File: config.mk
export PLATFORM = sky130hd
export DESIGN_NAME = muldiv_ctrl
export DESIGN_NICKNAME = d
export VERILOG_FILES = /design/src/rtl/muldiv_pkg.sv /design/src/rtl/muldiv_step.sv /design/src/rtl/muldiv_ctrl.sv
export SDC_FILE = /design/constraint.sdc
export NUM_CORES = 1
export LEC_CHECK = 0
export CORE_UTILIZATION = 41
export CTS_CLUSTER_SIZE = 28
export DETAILED_ROUTE_END_ITERATION = 10
export PLACE_DENSITY = 0.65
export SLEW_MARGIN = 20
export SYNTH_ARGS = -nofsm -noshare
export SYNTH_HDL_FRONTEND = slang
export SYNTH_SLANG_ARGS = --single-unit
export TNS_END_PERCENT = 10
File: constraint.sdc
create_clock -name CLK -period 10.8 [get_ports CLK]
set_input_delay 2.7 -clock CLK [delete_from_list [all_inputs] [get_ports CLK]]
set_output_delay 2.7 -clock CLK [all_outputs]
set_load 0.01 [all_outputs]
File: src/rtl/muldiv_pkg.sv
// muldiv_pkg: op and state encodings plus timing constants shared
// by the iterative multiply/divide unit (no ports).
package muldiv_pkg;

  typedef enum logic [2:0] {
    OP_MULT  = 3'd0,
    OP_MULTU = 3'd1,
    OP_DIV   = 3'd2,
    OP_DIVU  = 3'd3,
    OP_MTHI  = 3'd4,
    OP_MTLO  = 3'd5
  } op_e;

  typedef enum logic [1:0] {
    S_IDLE,
    S_CALC,
    S_FIX
  } state_e;

  localparam int MULDIV_ITER = 32;
  localparam int MULDIV_LAT  = 34;

endpackage

File: src/rtl/muldiv_step.sv
// muldiv_step: one radix-2 shift-add multiply or restoring divide step
// per en; load seeds hi=0, lo=a, divisor/multiplicand=b. MULDIV_DIV_EN
// adds the div select input and the restoring-divide datapath.
module muldiv_step
  import muldiv_pkg::*;
(
  input  logic        CLK,
  input  logic        RESET,
  input  logic        load,
  input  logic        en,
`ifdef MULDIV_DIV_EN
  input  logic        div,
`endif
  input  logic [31:0] a,
  input  logic [31:0] b,
  output logic [31:0] hi,
  output logic [31:0] lo
);

  logic [31:0] b_q;
  logic [31:0] hi_nx;
  logic [31:0] lo_nx;
  logic [32:0] sum;
`ifdef MULDIV_DIV_EN
  logic [32:0] rsh;
  logic [31:0] dif;
`endif

  assign sum = {1'b0, hi} + {1'b0, b_q};

  always_comb begin
    // multiply: add on lsb of multiplier, then shift {hi,lo} right
    if (lo[0]) begin
      hi_nx = sum[32:1];
      lo_nx = {sum[0], lo[31:1]};
    end else begin
      hi_nx = {1'b0, hi[31:1]};
      lo_nx = {hi[0], lo[31:1]};
    end
`ifdef MULDIV_DIV_EN
    // divide: partial remainder < divisor, so the difference fits 32b
    rsh = {hi, lo[31]};
    dif = rsh[31:0] - b_q;
    if (div) begin
      if (rsh >= {1'b0, b_q}) begin
        hi_nx = dif;
        lo_nx = {lo[30:0], 1'b1};
      end else begin
        hi_nx = rsh[31:0];
        lo_nx = {lo[30:0], 1'b0};
      end
    end
`endif
  end

  always_ff @(posedge CLK or posedge RESET) begin
    if (RESET) begin
      hi  <= '0;
      lo  <= '0;
      b_q <= '0;
    end else if (load) begin
      hi  <= '0;
      lo  <= a;
      b_q <= b;
    end else if (en) begin
      hi  <= hi_nx;
      lo  <= lo_nx;
    end
  end

endmodule

File: src/rtl/muldiv_ctrl.sv
// muldiv_ctrl: HI/LO owner, FSM, counter and sign fixup for MULT/DIV.
// Ports: CLK, RESET, start, op, opA, opB, mf_req -> HI, LO, busy, done,
// FREEZE. Macro MULDIV_DIV_EN enables DIV/DIVU (else they are no-ops).
module muldiv_ctrl
  import muldiv_pkg::*;
(
  input  logic        CLK,
  input  logic        RESET,
  input  logic        start,
  input  logic [2:0]  op,
  input  logic [31:0] opA,
  input  logic [31:0] opB,
  input  logic        mf_req,
  output logic [31:0] HI,
  output logic [31:0] LO,
  output logic        busy,
  output logic        done,
  output logic        FREEZE
);

  state_e      state;
  op_e         opc;
  logic [4:0]  cnt;
  logic        go;
  logic        sgn_op;
  logic        neg_x;
  logic [31:0] a_mag;
  logic [31:0] b_mag;
  logic [31:0] hi_raw;
  logic [31:0] lo_raw;
  logic [63:0] prod;
  logic [31:0] fix_hi;
  logic [31:0] fix_lo;
`ifdef MULDIV_DIV_EN
  logic        div_go;
  logic        is_div;
  logic        neg_r;
`endif

  assign opc = op_e'(op);

  always_comb begin
    go     = 1'b0;
    sgn_op = 1'b0;
`ifdef MULDIV_DIV_EN
    div_go = 1'b0;
`endif
    case (opc)
      OP_MULT:  begin go = 1'b1; sgn_op = 1'b1; end
      OP_MULTU: go = 1'b1;
`ifdef MULDIV_DIV_EN
      OP_DIV:   begin go = 1'b1; sgn_op = 1'b1; div_go = 1'b1; end
      OP_DIVU:  begin go = 1'b1; div_go = 1'b1; end
`endif
      default:  ;
    endcase
  end

  assign a_mag = (sgn_op & opA[31]) ? -opA : opA;
  assign b_mag = (sgn_op & opB[31]) ? -opB : opB;

  muldiv_step u_step (
    .CLK   (CLK),
    .RESET (RESET),
    .load  (state == S_IDLE && start && go),
    .en    (state == S_CALC),
`ifdef MULDIV_DIV_EN
    .div   (is_div),
`endif
    .a     (a_mag),
    .b     (b_mag),
    .hi    (hi_raw),
    .lo    (lo_raw)
  );

  always_comb begin
    prod   = neg_x ? -{hi_raw, lo_raw} : {hi_raw, lo_raw};
    fix_hi = prod[63:32];
    fix_lo = prod[31:0];
`ifdef MULDIV_DIV_EN
    if (is_div) begin
      fix_lo = neg_x ? -lo_raw : lo_raw;
      fix_hi = neg_r ? -hi_raw : hi_raw;
    end
`endif
  end

  assign FREEZE = busy & (start | mf_req);

  always_ff @(posedge CLK or posedge RESET) begin
    if (RESET) begin
      state  <= S_IDLE;
      HI     <= '0;
      LO     <= '0;
      cnt    <= '0;
      busy   <= 1'b0;
      done   <= 1'b0;
      neg_x  <= 1'b0;
`ifdef MULDIV_DIV_EN
      is_div <= 1'b0;
      neg_r  <= 1'b0;
`endif
    end else begin
      unique case (state)
        S_IDLE: begin
          if (start && go) begin
            state <= S_CALC;
            cnt   <= 5'(MULDIV_ITER - 1);
            busy  <= 1'b1;
`ifdef MULDIV_DIV_EN
            // x/0 keeps the all-ones quotient unsigned
            neg_x  <= sgn_op & (opA[31] ^ opB[31])
                      & ~(div_go & (opB == '0));
            is_div <= div_go;
            neg_r  <= sgn_op & opA[31];
`else
            neg_x  <= sgn_op & (opA[31] ^ opB[31]);
`endif
          end else if (start && opc == OP_MTHI) begin
            HI <= opA;
          end else if (start && opc == OP_MTLO) begin
            LO <= opA;
          end
        end
        S_CALC: begin
          if (cnt == '0) begin
            state <= S_FIX;
            done  <= 1'b1;
          end else begin
            cnt <= cnt - 5'd1;
          end
        end
        S_FIX: begin
          HI    <= fix_hi;
          LO    <= fix_lo;
          done  <= 1'b0;
          busy  <= 1'b0;
          state <= S_IDLE;
        end
        default: state <= S_IDLE;
      endcase
    end
  end

endmodule

==> results.json, run 1 <==
{
  "area.growth.synth_to_final_pct": 19.19,
  "tns_ps": 0,
  "worstPathMaxFanout": 2,
  "synth_area_per_cell_um2": 8.157,
  "track_usage_pct": 25.47,
  "path_cells": "clkdlybuf4s50_1, o21a_1, clkdlybuf4s50_1",
  "fp.dieArea_mm2": 0.02889,
  "placed_cells": 1858,
  "htree_levels": 4,
  "rsz0062_at_grt": "false",
  "gr-total-overflow": 0,
  "maxCapViolCount": 0,
  "setup_viol": 0,
  "post_synth_and_or_nand_nor_area_fraction_pct": 20.88,
  "synth_top_family_by_area": "compound AO/OA/AOI/OAI gates",
  "grt_pass1_vias": 10120,
  "start_util_pct": 41.63,
  "cp_data_required_time_ps": 8100,
  "synth-adder-area-share_pct": 4.176,
  "drtIter0Drc": 882,
  "ir_drop_v": 0.0001154,
  "grt_start_max_net_pins": 70,
  "synth_area_leaders": "dfrtp_1 37%, nand2_1 6.8%, o21ai_0 6.2%",
  "synth_edf_count": 0,
  "cts_tree": "done",
  "synthMuxAreaShare_pct": 1.579,
  "worstMarginPinSlew_ps": 1127,
  "drc": 0,
  "synth_ff_type": "dfrtp_1",
  "avgViaCountPerCell": 5.762,
  "cp.arrival_ps": 3820,
  "ys_seq_area_share_pct": 36.78,
  "clock-sinks": 170,
  "mostFrequentLayoutCells": "210 x nand2_1, 170 x dfrtp_1, 144 x o21ai_0",
  "status": "finished, final reports clean",
  "syn-cell-area_mm2": 0.01157,
  "cp-end-kind": "output pin",
  "synthDistinctLibCells": 65,
  "numCtsBuffers": 17,
  "utilization_pct": 49.62,
  "maxSlewViolCount": 0,
  "worst_path_most_repeated_cell": "clkdlybuf4s50_1",
  "worst_clock_skew_ps": 13.46,
  "vias": 10900,
  "cts_setup_buffers": 0,
  "async_flop_share_pct": 100.0,
  "cts_buffer_depth": 2,
  "fmax_mhz": 153.4,
  "wire_per_inst_um": 19.07,
  "relSlewSlack_pct": 24.60,
  "nets": 1608,
  "cts_resized": 0,
  "layout_commonest_cell": "nand2_1",
  "dr.pass1.iters": 5,
  "ios": 138,
  "cts_hold_buf": 0,
  "setup_ws_ps": 4280,
  "synth.largest_area_cell": "dfrtp_1",
  "nFillCells": 2728,
  "clock_latency_ps": 430,
  "place_worst_setup_slack_ps": 4280,
  "rows": 61,
  "synth_xor_area_share_pct": 9.996,
  "ys_ff_latch": 170,
  "hp-class": "reg -> reg",
  "gp_congestion": 0.9106,
  "p_leak_uw": 0.005550,
  "post-dp-hpwl_um": 26830,
  "fin_cells": 1891,
  "path_clk_slew_ps": 70,
  "max_stage_delay_ps": 520,
  "synth_compound_area_share_pct": 22.81,
  "finalHoldViolCount": 0,
  "critical_path_class": "in -> out",
  "portBuffers": 137,
  "startpoint_type": "input pin",
  "period_share_pct": 60.37,
  "fin_crit_ps": 6520,
  "syn-instance-count": 1418,
  "routed_wl_um": 36070,
  "power_density_mw_per_mm2": 265.9,
  "fp.coreArea_mm2": 0.02778,
  "drive_gt1_share_pct": 4.696,
  "yosys.area.top_type_share_pct": 36.78,
  "ant_nets": 0,
  "slowest_stage": "clkdlybuf4s50_1",
  "grt_first_pass_wirelength_um": 56980,
  "die_w_um": 170.0,
  "antenna_found_initial": 0,
  "yosysWarnings": 0,
  "syn-num-nets": 1527,
  "dieHeight_um": 170.0,
  "root_buffer": "clkbuf_16"
}
[area by class of cell]
class                           instances  area [µm²]  share of cell area (%)
Multi-Input combinational cell       1132        6900                   50.05
Sequential cell                       170        4254                   30.86
Timing Repair Buffer                  150        1469                   10.66
Tap cell                              378       473.0                   3.431
Clock buffer                           19       432.9                   3.140
Clock inverter                         13       143.9                   1.044
Inverter                               28       110.1                  0.7987
Antenna cell                            1       2.502                 0.01815
[cells by family (layout without fill, tap and decap cells)]
| kind of cell | count (synthesis) | in the layout |
|---|---|---|
| AO/OA/AOI/OAI | 426 | 426 |
| XOR/XNOR | 132 | 132 |
| buffers and inverters | 116 | 210 |
| AND/OR/NAND/NOR | 518 | 518 |
| adder cells (fa/ha/maj) | 38 | 38 |
| multiplexers | 18 | 18 |
| flip-flops | 170 | 170 |
| other | 0 | 1 |
[Yosys cell counts, types with 2 or more instances]
master and number:
or2_2 6, o21bai_1 6, a21boi_0 2, nor4_1 20, a22o_1 8, nor2_1 120, or4_1 10, inv_1 27
dfrtp_1 170, and3_1 7, a31oi_1 43, a211oi_1 7, o221ai_1 9, xor2_1 57, or3_1 21, a22oi_1 27
o22ai_1 4, nor3b_1 4, nand3_1 35, clkbuf_1 84, a222oi_1 5, buf_1 3, or4_4 2, o41ai_1 12
a21oi_1 94, o211ai_1 6, ha_1 37, o21ai_0 144, nor2b_1 10, o21a_1 2, mux2_2 2, a221oi_1 7
nand2b_1 9, a21o_1 16, nand4_1 14, nand2_1 211, o31ai_1 23, mux2i_1 16, and2_1 6, nor4b_1 3
xnor2_1 75, nor3_1 31
[power breakdown]
part,switching [µW],internal [µW],leakage [µW],total (µW)
Sequential,356,929,0.00210,1280
Combinational,956,808,0.00318,1760
Clock,274,343,0.000271,617
[registers in the layout, summed over array words and instances, names as in the netlist]
name,cells
neg_x,1
done,1
u_step.lo,32
u_step.hi,32
busy,1
LO,32
u_step.b_q,32
state,2
cnt,5
HI,32
[worst paths after layout]
kind	endpoint	from	cells after the start	slack, ps
worst max-delay path	FREEZE	start	3	4280
worst min-delay path	LO[7]$_DFFE_PP0P_	LO[7]$_DFFE_PP0P_	2	480
max in group asynchronous	u_step.b_q[20]$_DFFE_PP0P_	RESET	4	6200
worst max register to register	HI[30]$_DFFE_PP0P_	u_step.lo[13]$_DFFE_PP0P_	8	6820
worst min register to register	LO[7]$_DFFE_PP0P_	LO[7]$_DFFE_PP0P_	2	480
min in group asynchronous	LO[20]$_DFFE_PP0P_	RESET	2	2650
[routing by layer]
metal	GRT usage [%]	vias to the layer above	wire [µm]
li1	-	5284	-
met1	34.87	5209	16300
met2	41.52	355	16710
met3	3.605	48	2178
met4	7.756	0	887
met5	0	-	0
[through the flow]
step           hold slack, ps  instance area (µm²)  power [µW]
2_1_floorplan           450.0                11570        2359
3_3_place_gp            462.7                13200        3014
3_5_place_dp            466.8                13200        3044
4_1_cts                 481.6                13780        3666
5_1_grt                 488.0                13780        3947
6_report                477.0                13790        3665
[worst max-delay path: cells and delay by family]
family	cells	cell delay, ps
compound gates	1	120
buf+inv	2	990
No activity file was read; power rests on OpenSTA's default activity.
==> run 2, diff against run 1 <==
- PLACE_DENSITY: 0.65 -> 0.67
- clock period: 10.8 -> 5.4 ns (I/O delays scaled with it)
==> results.json, run 2 (synthesized netlist as in run 1, its figures left out) <==
{
  "status": "finished, final reports clean",
  "power_density_mw_per_mm2": 537.3,
  "grt_start_max_net_pins": 171,
  "clock_latency_ps": 440,
  "vias": 11140,
  "rows": 61,
  "min_from": "LO[17]$_DFFE_PP0P_",
  "tns_ps": 0,
  "worstPathMaxFanout": 6,
  "track_usage_pct": 26.48,
  "cp_top_family": "simple AND/OR/NAND/NOR gates",
  "cp-end-kind": "flop",
  "portBuffers": 137,
  "fmax_mhz": 253.5,
  "min_path_cells": 2,
  "path_buf_inv": 2,
  "utilization_pct": 49.94,
  "grt_pass1_vias": 10370,
  "rr_worst_depth": 9,
  "cts_buffer_depth": 2,
  "wire_per_inst_um": 19.76,
  "routed_wl_um": 37490,
  "nets": 1615,
  "drtIter0Drc": 1064,
  "layout_commonest_cell": "nand2_1",
  "area.growth.synth_to_final_pct": 19.96,
  "fp.dieArea_mm2": 0.02889,
  "hp-class": "reg -> reg",
  "ant_nets": 0,
  "antenna_found_initial": 0,
  "path_clk_slew_ps": 70,
  "cts_tree": "done",
  "finalHoldViolCount": 0,
  "path_cells": "clkdlybuf4s50_1, nor4_1, nor3b_1, buf_4, nand3_1, or2_2, nor3_1, nor3b_1, o41ai_1, a222oi_1",
  "clock-sinks": 170,
  "post-dp-hpwl_um": 27610,
  "cts_setup_buffers": 0,
  "ir_drop_v": 0.0003374,
  "mostFrequentLayoutCells": "210 x nand2_1, 170 x dfrtp_1, 144 x o21ai_0",
  "htree_levels": 4,
  "timing.rr.end": "HI[30]$_DFFE_PP0P_",
  "critical_path_class": "in -> reg",
  "num_antenna_cells": 0,
  "dr.pass1.iters": 5,
  "max_stage_delay_ps": 510,
  "cp.arrival_ps": 4250,
  "avgViaCountPerCell": 5.870,
  "numCtsBuffers": 17,
  "cp_data_required_time_ps": 5710,
  "dieHeight_um": 170.0,
  "cp.depth": 10,
  "cts_resized": 0,
  "drc": 0,
  "cts_hold_buf": 0,
  "drive_gt1_share_pct": 5.201,
  "p_leak_uw": 0.005607,
  "gp_congestion": 0.9551,
  "maxSlewViolCount": 0,
  "rrSetupSlack_ps": 1500,
  "startpoint_type": "input pin",
  "setup_ws_ps": 1455,
  "gr-total-overflow": 0,
  "setup_viol": 0,
  "fin_crit_ps": 3945,
  "rsz0062_at_grt": "false",
  "slowest_stage": "clkdlybuf4s50_1",
  "hold_path_end": "LO[17]$_DFFE_PP0P_",
  "ios": 138,
  "nFillCells": 2730,
  "power_uw": 7455,
  "relSlewSlack_pct": 30.05,
  "final_area_mm2": 0.01387,
  "fp.coreArea_mm2": 0.02778,
  "grt_first_pass_wirelength_um": 58810,
  "place_worst_setup_slack_ps": 1076,
  "r2r_start": "u_step.lo[13]$_DFFE_PP0P_",
  "start_util_pct": 41.63,
  "worstMarginPinSlew_ps": 1044,
  "placed_cell_area_mm2": 0.01327,
  "maxCapViolCount": 0,
  "worst_path_most_repeated_cell": "nor3b_1",
  "worst_clock_skew_ps": 10.15,
  "die_w_um": 170.0,
  "root_buffer": "clkbuf_16",
  "period_share_pct": 73.05
}
run 2: per-layer routing:
metal  part of all wire, %  GRT usage [%]
met5                     0              0
met4                   3.7          11.20
met3                   7.3          4.349
met2                    46          41.87
met1                    43          35.75
run 2: worst min-delay path, delay by kind of cell, from the launching register on:
| kind | cells | cell delay (ps) |
|---|---|---|
| and+or+nand+nor | 1 | 40 |
| DFF | 1 | 350 |
| AOI/OAI and AO/OA | 1 | 60 |
run 2: worst max-delay path by stage:
stage	from	end	slack (ps)
after floorplan	opA[8]	u_step.lo[31]$_DFFE_PP0P_	1790
after global placement	opB[10]	u_step.b_q[29]$_DFFE_PP0P_	1110
after detailed placement	opB[10]	u_step.b_q[27]$_DFFE_PP0P_	1080
after CTS	u_step.lo[13]$_DFFE_PP0P_	HI[30]$_DFFE_PP0P_	1520
after global routing	u_step.lo[13]$_DFFE_PP0P_	HI[30]$_DFFE_PP0P_	1300
final	opA[8]	u_step.lo[31]$_DFFE_PP0P_	1460
run 2: report_power, final:
part	total, µW	switching, µW	internal [µW]
Sequential	2590	738	1860
Clock	1290	570	719
Combinational	3570	1950	1620
run 2: cell type report:
class | instances | area, µm² | share of cell area [%]
Multi-Input combinational cell | 1132 | 6898 | 49.72
Sequential cell | 170 | 4254 | 30.66
Timing Repair Buffer | 157 | 1534 | 11.06
Tap cell | 378 | 473.0 | 3.409
Clock buffer | 19 | 452.9 | 3.264
Clock inverter | 13 | 153.9 | 1.109
Inverter | 28 | 108.9 | 0.7846
run 2: per-stage QoR:
step	hold WS (ps)	std cells
after global routing	511.0	1897
after detailed placement	469.9	1865
after CTS	485.9	1897
after floorplan	450.0	1418
after global placement	463.0	1865
final	483.1	1897
